$ cat config.mk
export PLATFORM = sky130hd
export DESIGN_NAME = brew_sequencer
export DESIGN_NICKNAME = d
export VERILOG_FILES = /design/src/rtl/brew_sequencer.sv
export SDC_FILE = /design/constraint.sdc
export NUM_CORES = 1
export LEC_CHECK = 0
export ABC_AREA = 1
export BUFFER_PORTS_ARGS = -buffer_cell sky130_fd_sc_hd__buf_2
export CAP_MARGIN = 20
export CELL_PAD_IN_SITES_DETAIL_PLACEMENT = 1
export CELL_PAD_IN_SITES_GLOBAL_PLACEMENT = 1
export CORE_MARGIN = 2
export CORE_UTILIZATION = 45
export CTS_CLUSTER_SIZE = 20
export DETAILED_ROUTE_END_ITERATION = 7
export HOLD_SLACK_MARGIN = 0.08
export PLACE_DENSITY = 0.87
export SLEW_MARGIN = 25
export SYNTH_ARGS = -nofsm -noshare
export SYNTH_HDL_FRONTEND = slang
export SYNTH_SLANG_ARGS = --single-unit
$ cat constraint.sdc
create_clock -name clk -period 2.4 [get_ports clk]
set_input_delay 0.12 -clock clk [delete_from_list [all_inputs] [get_ports clk]]
set_output_delay 0.12 -clock clk [all_outputs]
set_load 0.005 [all_outputs]
$ cat src/rtl/brew_sequencer.sv
// Cup dispensing sequencer: latches the decoder mode on start and runs water/coffee/milk phases.
// Optional cups_served counter is built when BREW_CUP_COUNT_EN is defined.
module brew_sequencer #(
  parameter int T_WATER  = 20,
  parameter int T_COFFEE = 30,
  parameter int T_MILK   = 15,
  parameter int CNT_W    = 16
) (
  input  logic       clk,
  input  logic       r,
  input  logic       start,
  input  logic       abort,
  input  logic [1:0] m,
  output logic       valve_agua,
  output logic       valve_cafe,
  output logic       valve_leche,
  output logic       busy,
  output logic       done,
  output logic       no_milk,
  output logic       err
`ifdef BREW_CUP_COUNT_EN
  ,
  output logic [7:0] cups_served
`endif
);

  typedef enum logic [2:0] {
    IDLE   = 3'd0,
    WATER  = 3'd1,
    COFFEE = 3'd2,
    MILK   = 3'd3,
    DONE   = 3'd4
  } state_t;

  localparam logic [CNT_W-1:0] LOAD_WATER  = CNT_W'(T_WATER - 1);
  localparam logic [CNT_W-1:0] LOAD_COFFEE = CNT_W'(T_COFFEE - 1);
  localparam logic [CNT_W-1:0] LOAD_MILK   = CNT_W'(T_MILK - 1);

  state_t           state_q, state_d;
  logic [CNT_W-1:0] cnt_q, cnt_d;
  logic [1:0]       mode_q, mode_d;
  logic             err_q, err_d;

  always_ff @(posedge clk or negedge r) begin
    if (!r) begin
      state_q <= IDLE;
      cnt_q   <= '0;
      mode_q  <= 2'b00;
      err_q   <= 1'b0;
    end else begin
      state_q <= state_d;
      cnt_q   <= cnt_d;
      mode_q  <= mode_d;
      err_q   <= err_d;
    end
  end

  always_comb begin
    state_d = state_q;
    cnt_d   = cnt_q;
    mode_d  = mode_q;
    err_d   = 1'b0;
    unique case (state_q)
      IDLE: begin
        if (start) begin
          if (m != 2'b00) begin
            mode_d  = m;
            cnt_d   = LOAD_WATER;
            state_d = WATER;
          end else begin
            err_d = 1'b1;
          end
        end
      end
      WATER: begin
        if (abort) begin
          state_d = IDLE;
          cnt_d   = '0;
        end else if (cnt_q == '0) begin
          state_d = COFFEE;
          cnt_d   = LOAD_COFFEE;
        end else begin
          cnt_d = cnt_q - CNT_W'(1);
        end
      end
      COFFEE: begin
        if (abort) begin
          state_d = IDLE;
          cnt_d   = '0;
        end else if (cnt_q == '0) begin
          // Only mode 11 has milk available; mode 10 serves black coffee.
          if (mode_q == 2'b11) begin
            state_d = MILK;
            cnt_d   = LOAD_MILK;
          end else begin
            state_d = DONE;
            cnt_d   = '0;
          end
        end else begin
          cnt_d = cnt_q - CNT_W'(1);
        end
      end
      MILK: begin
        if (abort) begin
          state_d = IDLE;
          cnt_d   = '0;
        end else if (cnt_q == '0) begin
          state_d = DONE;
          cnt_d   = '0;
        end else begin
          cnt_d = cnt_q - CNT_W'(1);
        end
      end
      DONE: begin
        state_d = IDLE;
        cnt_d   = '0;
      end
      default: begin
        state_d = IDLE;
        cnt_d   = '0;
      end
    endcase
  end

  always_comb begin
    valve_agua  = (state_q == WATER);
    valve_cafe  = (state_q == COFFEE);
    valve_leche = (state_q == MILK);
    done        = (state_q == DONE);
    busy        = (state_q != IDLE);
    no_milk     = busy && (mode_q == 2'b10);
    err         = err_q;
  end

`ifdef BREW_CUP_COUNT_EN
  logic [7:0] cups_q, cups_d;

  always_comb begin
    cups_d = cups_q;
    if (state_q == DONE && cups_q != 8'hFF) begin
      cups_d = cups_q + 8'd1;
    end
  end

  always_ff @(posedge clk or negedge r) begin
    if (!r) begin
      cups_q <= 8'd0;
    end else begin
      cups_q <= cups_d;
    end
  end

  assign cups_served = cups_q;
`endif

endmodule
# Yosys cells after proc, flatten, opt, wreduce, memory -nomap -nowiden
# Index checks and enable logic that the tools add are counted.
word_totals:
  elab_cells: 47
  out_inout_bits: 7
  reg_bits: 22
classes:
  n_mux: 23
  add_sub_neg: 1
  reduce_logical: 8
  n_eq_ne: 11
ops:
  columns: ["op", "count"]
  rows:
  - ["2-to-1 mux 16 bit", 8]
  - ["case mux 16 bit (4 select lines)", 1]
  - ["2-to-1 mux 3 bit", 9]
  - ["logical NOT 16 bit", 1]
  - ["subtractor 16 x 1 -> 16 bit (second input constant)", 1]
  - ["case mux 3 bit (4 select lines)", 1]
  - ["inequality test 3 x 2 -> 1 bit (second input constant)", 3]
  - ["equality test 3 x 2 -> 1 bit (second input constant)", 2]
  - ["AND reduction 5 bit", 1]
  - ["equality test 2 bit (second input constant)", 2]
  - ["2-to-1 mux 4 bit", 1]
  - ["inequality test 2 bit (second input constant)", 2]
  - ["equality test 3 x 1 -> 1 bit (second input constant)", 1]
  - ["equality test 3 bit (second input constant)", 1]
  - ["logical NOT 3 bit", 1]
  - ["2-to-1 mux 1 bit", 3]
  - ["AND reduction 3 bit", 1]
  - ["nonzero test 3 bit", 1]
  - ["AND reduction 2 bit", 1]
  - ["nonzero test 2 bit", 1]
  - ["logical AND 1 bit", 1]

# Logic depth before layout (Yosys ltp)
# Gate-level depths: netlist of run 1.
depth:
  word_depth: 5
  depth_mapped: 11
  depth_no_buf: 11

# Worst setup path before layout of run 1
# Ideal clock, no wire load.
synth_path:
  kind: "register to register"
  from: "reg cnt_q[0]"
  to: "reg cnt_q[0]"
  synth_period_minus_slack_ps: 1420
  setup_time_ps: 121
  arrival_ps: 1298
  stages_incl_launch_ff: 12
  setup_slack_ps: 980
  required_time_ps: 2279
  path_buffers: 0
  cell_sequence: "dfrtp_1 inv_1 ha_1 nand2_2 nor2_2 nand2_2 nand2_4 nand2_1 nand2_1 nand2_1 nand2_1 o21ai_1"
synth_via:
  elab_chain_len: 4
  word_cells_on_any_way: 9
  cone_classes: "1 x add/sub; 7 x mux; 1 x reduce/logical"
synth_lines:
  columns: ["item", "line_no", "rtl"]
  rows:
  - ["from (decl)", "40", "logic [CNT_W-1:0] cnt_q, cnt_d;"]
  - ["from (signal assigned)", "52", "cnt_q <= cnt_d;"]
  - ["subtractor 16 x 1 -> 16 bit / logical NOT 16 bit (equally long branches)", null, null]
  - ["2-to-1 mux 16 bit, on equally long branches", "107, 79, 90", null]
  - ["2-to-1 mux 16 bit, on equally long branches", "104, 76, 87", null]
  - ["case mux 16 bit (4 select lines) *", "63", "unique case (state_q)"]
# Every way passes the cells marked *; elsewhere a longest branch is shown, timed or not.
# A chain may end at the register's enable or synchronous reset.

# Worst setup path after layout of run 1
layout_path:
  from: "reg cnt_q[0]"
  to: "reg cnt_q[14]"
# Same word-level chain as after synthesis.

==> flow_summary.yaml, run 1 <==
setup_path:
  ff2ff_setup_slack_ns: 0.70
  arrival_ns: 1.96
  worstPathCellList: "inv_1 > ha_1 > nand2_2 > nor2_1 > nand3_1 > nor3_1 > o21ai_1 > inv_1"
  critical-path-max-stage-delay_ns: 0.42
  setup.worst_path.end_class: "register"
  crit_slowest_cell: "dfrtp_1"
  crit_path_start_kind: "register"
  path_buf_inv: 2
  crit_top_cell: "inv_1"
  path_class: "reg2reg"
  path_max_fanout: 5
  worstPathRequired_ns: 2.66
  crit_family: "simple AND/OR/NAND/NOR gates"
job:
  cap_violations: 0
global_routing:
  grt_pass1_vias: 1369
  antenna_found_initial: 0
  grt_usage: 0.242
  grt_pass1_wl_um: 6370
  grt_overflow: 0
  grt_max_degree: 23
yosys:
  synth_cell_type_count: 27
  synth-seq-area-share: 0.403
  netlist_instances: 188
  synth.avg_cell_area_um2: 7.27
  syn_nets: 195
  ys_ff_latch: 22
  yosys_warnings: 0
  syn_area_um2: 1370
floorplanning:
  core_area_um2: 2830
  die_h_um: 59.1
  start_util: 0.483
  die_area_um2: 3490
  rows: 19
  die_width_um: 59.1
  io-pin-count: 13
placement:
  post-dp-hpwl_um: 2790
  portBuffers: 12
  gp_congestion: 0.840
  place_inst: 230
clock_tree:
  ctsRootBufferMaster: "clkbuf_4"
  ctsResizeCount: 0
  clk_pin_slew_ns: 0.13
  clock-sinks: 22
  clock_latency_ns: 0.31
  htree_levels: 1
  clockBufferDepth: 2
  tritoncts: "done"
  numCtsBuffers: 3
  cts_setup_buffers: 0
route:
  post_drt_wl_per_cell_um: 15.3
  drc: 0
  antenna_left: 0
  vias: 1307
  dr.pass1.iters: 4
  postRouteWirelength_um: 3650
  viasPerCell: 5.49
  first_iter_violations: 24
cells_and_area:
  syn2layout_area_growth_pct: 12.2
  mostFrequentLayoutCell: "nand2_1"
  diodes: 0
  finalNonFillerCells: 238
  fill_cells: 375
  drive_gt1_frac: 0.169
  layout.nets: 216
  final_cell_mix: "nand2_1, dfrtp_1, inv_1, nor2_1, buf_2"
  final_core_util: 0.542
worst_hold_path:
  hp-class: "in2reg"
pwr:
  cellPowerDensity_nw_per_um2: 1510
  power_leakage_nw: 0.839
  ir_drop_mv: 0.704
sta:
  finalSetupViolations: 0
  fin_crit_ns: 1.70
  setup_tns_ns: 0
  slew_viol_final: 0
  timing.fmax_ghz: 0.587
  slew-limit-headroom: 0.659
  fin_skew_ns: 0.00731
  hold_viol: 0
  period_share: 0.710
  rsz0062_at_grt: "false"
  worstMarginPinSlew_ns: 0.512
status:
  status: "complete, no violations"
==> through the flow <==
step	worst slack, ns	total power [mW]	hold WS [ns]	instance area (µm²)
2_1_floorplan	0.980	1.73	-0.176	1370
3_5_place_dp	0.736	2.12	0.123	1460
6_report	0.695	2.31	0.197	1530
3_3_place_gp	0.842	2.03	0.118	1460
4_1_cts	0.688	2.31	0.194	1530
5_1_grt	0.555	2.54	0.208	1530
==> worst min-delay path, cell delays in order <==
cell and delay, ns:
buf_2 0.12, a21oi_1 0.05, nand2_1 0.06, nand2_1 0.05
nand2_1 0.05, nand2_1 0.04
==> where the power goes <==
part / switching [mW] / internal [mW] / leakage [nW] / total (mW)
clock network: 0.116 / 0.0587 / 0.0138 / 0.174
registers: 0.160 / 0.520 / 0.291 / 0.680
logic: 0.968 / 0.485 / 0.534 / 1.45
total: 1.24 / 1.06 / 0.839 / 2.31
==> flip-flops by register name, indices dropped and copies added (netlist names) <==
register and flops:
state_q 3, mode_q 2, cnt_q 16, err 1
==> cell usage after synthesis (all sizes together) <==
library cell | number | area, µm²
nand2 | 59 | 251
nor2 | 28 | 128
inv | 25 | 93.8
dfrtp | 22 | 551
nand3 | 10 | 50.1
o21ai | 9 | 45.0
nor3 | 8 | 50.1
xor2 | 7 | 61.3
a21oi | 6 | 30.0
o22ai | 3 | 18.8
and3 | 2 | 12.5
a31oi | 1 | 6.26
a32o | 1 | 10.0
and2 | 1 | 6.26
buf | 1 | 5.00
ha | 1 | 12.5
nand4 | 1 | 6.26
nor4 | 1 | 12.5
o31ai | 1 | 7.51
xnor2 | 1 | 8.76
==> cell type report <==
cell class	instances	area (µm²)	share of cell area
Tap cell	31	38.8	0.0253
Inverter	25	93.8	0.0612
Clock buffer	3	22.5	0.0147
Sequential cell	22	551	0.359
Multi-Input combinational cell	140	717	0.468
Timing Repair Buffer	17	110	0.0718
==> cell families after synthesis <==
| group | after synthesis | synth area share |
|---|---|---|
| xor gates and xnor gates | 8 | 0.0513 |
| buffers and inverters | 26 | 0.0723 |
| adders and majority gates | 1 | 0.00916 |
| AOI/OAI and AO/OA | 21 | 0.0861 |
| and+or+nand+nor | 110 | 0.378 |
| DFF | 22 | 0.403 |
==> final timing paths <==
check / startpoint / endpoint / depth (start not counted)
hold / removal: abort / cnt_q[1]$_DFFE_PN0P_ / 6
hold reg to reg: cnt_q[1]$_DFFE_PN0P_ / cnt_q[1]$_DFFE_PN0P_ / 2
setup / recovery: cnt_q[0]$_DFFE_PN0P_ / cnt_q[14]$_DFFE_PN0P_ / 8
max in group asynchronous: r / cnt_q[15]$_DFFE_PN0P_ / 2
min in group asynchronous: r / cnt_q[7]$_DFFE_PN0P_ / 2
setup reg to reg: cnt_q[0]$_DFFE_PN0P_ / cnt_q[14]$_DFFE_PN0P_ / 8
==> per-layer routing <==
metal	track usage	wire length (µm)
met1	0.308	1720
met2	0.411	1760
met3	0.0415	76
met4	0.0877	101
met5	0	0
==> what timing repair did <==
action / CTS / global route
hold endpoints to repair: 25 / 0
setup endpoints to repair: 0 / 0
hold buffers: 5 / 0
(Power assumes the default switching activity.)
==> inputs of run 2 (changes only) <==
CORE_UTILIZATION = 42   (was 45)
PLACE_DENSITY = 0.83   (was 0.87)
clock period = 1.8 ns   (was 2.4 ns; I/O delays follow)
==> flow_summary.yaml, run 2 (same netlist as run 1, synthesis figures left out) <==
status:
  status: "complete, no violations"
sta:
  hold_viol: 0
  fin_crit_ns: 1.65
  period_share: 0.919
  finalSetupViolations: 0
  rsz0062_at_grt: "false"
  setup_tns_ns: 0
  worstMarginPinSlew_ns: 0.506
  slew_viol_final: 0
  layout_setup_ws_ns: 0.147
  fin_skew_ns: 0.00842
  timing.fmax_ghz: 0.605
  slew-limit-headroom: 0.663
floorplanning:
  core_area_um2: 3080
  die_h_um: 61.0
  rows: 20
  die_width_um: 61.0
  io-pin-count: 13
  start_util: 0.444
  die_area_um2: 3730
setup_path:
  path_max_fanout: 6
  worstPathRequired_ns: 2.06
  worstPathCellList: "inv_2 > nand2_2 > nor2_4 > inv_1 > nor3_1 > dlygate4sd3_1"
  critical-path-max-stage-delay_ns: 0.57
  path_buf_inv: 3
  arrival_ns: 1.92
  crit_family: "buffers and inverters"
  crit_path_start_kind: "register"
  setup.worst_path.end_class: "register"
  path_class: "reg2reg"
  crit_slowest_cell: "dlygate4sd3_1"
route:
  postRouteWirelength_um: 3560
  drc: 0
  post_drt_wl_per_cell_um: 13.9
  dr.pass1.iters: 4
  viasPerCell: 5.10
  first_iter_violations: 34
  antenna_left: 0
  vias: 1305
cells_and_area:
  layout.nets: 220
  final_cell_mix: "nand2_1, dfrtp_1, inv_1, nor2_1, buf_2"
  largest_reg_flops: 16
  drive_gt1_frac: 0.193
  mostFrequentLayoutCell: "nand2_1"
  diodes: 0
  largest_registers: "cnt_q (16), state_q (3), mode_q (2)"
  largest_register: "cnt_q"
  syn2layout_area_growth_pct: 16.8
pwr:
  p_int_mw: 1.55
  combPwrFrac: 0.627
  clockPowerShare: 0.091
  power_frac_seq: 0.282
  sw_frac_of_total: 0.515
  switching_power_mw: 1.64
  power_leakage_nw: 0.863
  cellPowerDensity_nw_per_um2: 2000
  ir_drop_mv: 0.808
clock_tree:
  numCtsBuffers: 3
  htree_levels: 1
  ctsRootBufferMaster: "clkbuf_4"
  clock-sinks: 22
  clock_latency_ns: 0.31
  clockBufferDepth: 2
  tritoncts: "done"
  clk_pin_slew_ns: 0.14
placement:
  pre_cts_ws_ns: 0.162
  post-dp-hpwl_um: 2730
  portBuffers: 12
  gp_congestion: 0.840
worst_hold_path:
  hp-class: "in2reg"
global_routing:
  grt_max_degree: 23
  grt_overflow: 0
  grt_usage: 0.212
  grt_pass1_vias: 1341
  grt_pass1_wl_um: 5840
  antenna_found_initial: 0
job:
  cap_violations: 0
## run 2: cell types whose count changed in the layout (fill, tap and decap cells not counted)
cell      before  now
buf_4          0    4
clkbuf_8       0    1
ha_1           1    0
ha_2           0    1
## run 2: layer usage
layer,up-vias,routed length [µm],GRT usage
li1,647,-,-
met1,642,1610,0.251
met2,14,1870,0.401
met3,2,62,0.0252
met4,0,15,0.0528
met5,-,0,0
## run 2: path summary, 6_finish.rpt
check / start / end / slack (ns) / cells after the start
hold reg to reg: cnt_q[1]$_DFFE_PN0P_ / cnt_q[1]$_DFFE_PN0P_ / 0.54 / 2
max in group asynchronous: r / state_q[2]$_DFFE_PN0P_ / 1.20 / 2
hold / removal: abort / cnt_q[1]$_DFFE_PN0P_ / 0.14 / 6
setup / recovery: state_q[1]$_DFFE_PN0P_ / err$_DFF_PN0_ / 0.15 / 6
setup reg to reg: state_q[1]$_DFFE_PN0P_ / err$_DFF_PN0_ / 0.15 / 6
min in group asynchronous: r / cnt_q[12]$_DFFE_PN0P_ / 0.26 / 2
## run 2: layout make-up
class	instances	area, µm²
Fill cell	404	1480
Multi-Input combinational cell	140	719
Sequential cell	22	551
Timing Repair Buffer	21	140
Inverter	25	93.8
Tap cell	44	55.1
Clock buffer	4	36.3
## run 2: tightest hold or removal path, stage by stage
cell and delay (ns):
buf_2 0.11, a21oi_1 0.04, nand2_1 0.06, nand2_1 0.04
nand2_1 0.05, nand2_1 0.04
## run 2: repair_timing
action | 4_1_cts | 5_1_grt
gates resized for setup | 0 | 1
endpoints found under the hold margin | 25 | 0
setup endpoints to repair | 0 | 3
hold buffers | 5 | 0
setup buffers | 0 | 4
## run 2: power groups by stage
stage               Combinational, mW  Sequential, mW  Clock [mW]
finish                           2.00           0.898       0.290
global route                     2.27           0.930       0.312
CTS                              1.91           0.903       0.293
detailed placement               1.89           0.913           0
global placement                 1.81           0.896           0
floorplan                        1.45           0.857           0
## run 2: per-stage QoR
step | cells | area [µm²] | power, mW | utilization | hold WS, ns
CTS | 252 | 1560 | 3.11 | 0.508 | 0.147
detailed placement | 243 | 1480 | 2.80 | 0.480 | 0.0976
finish | 256 | 1600 | 3.19 | 0.518 | 0.142
floorplan | 188 | 1370 | 2.31 | - | -0.206
global route | 256 | 1600 | 3.51 | 0.518 | 0.204
global placement | 243 | 1480 | 2.71 | 0.480 | 0.0924
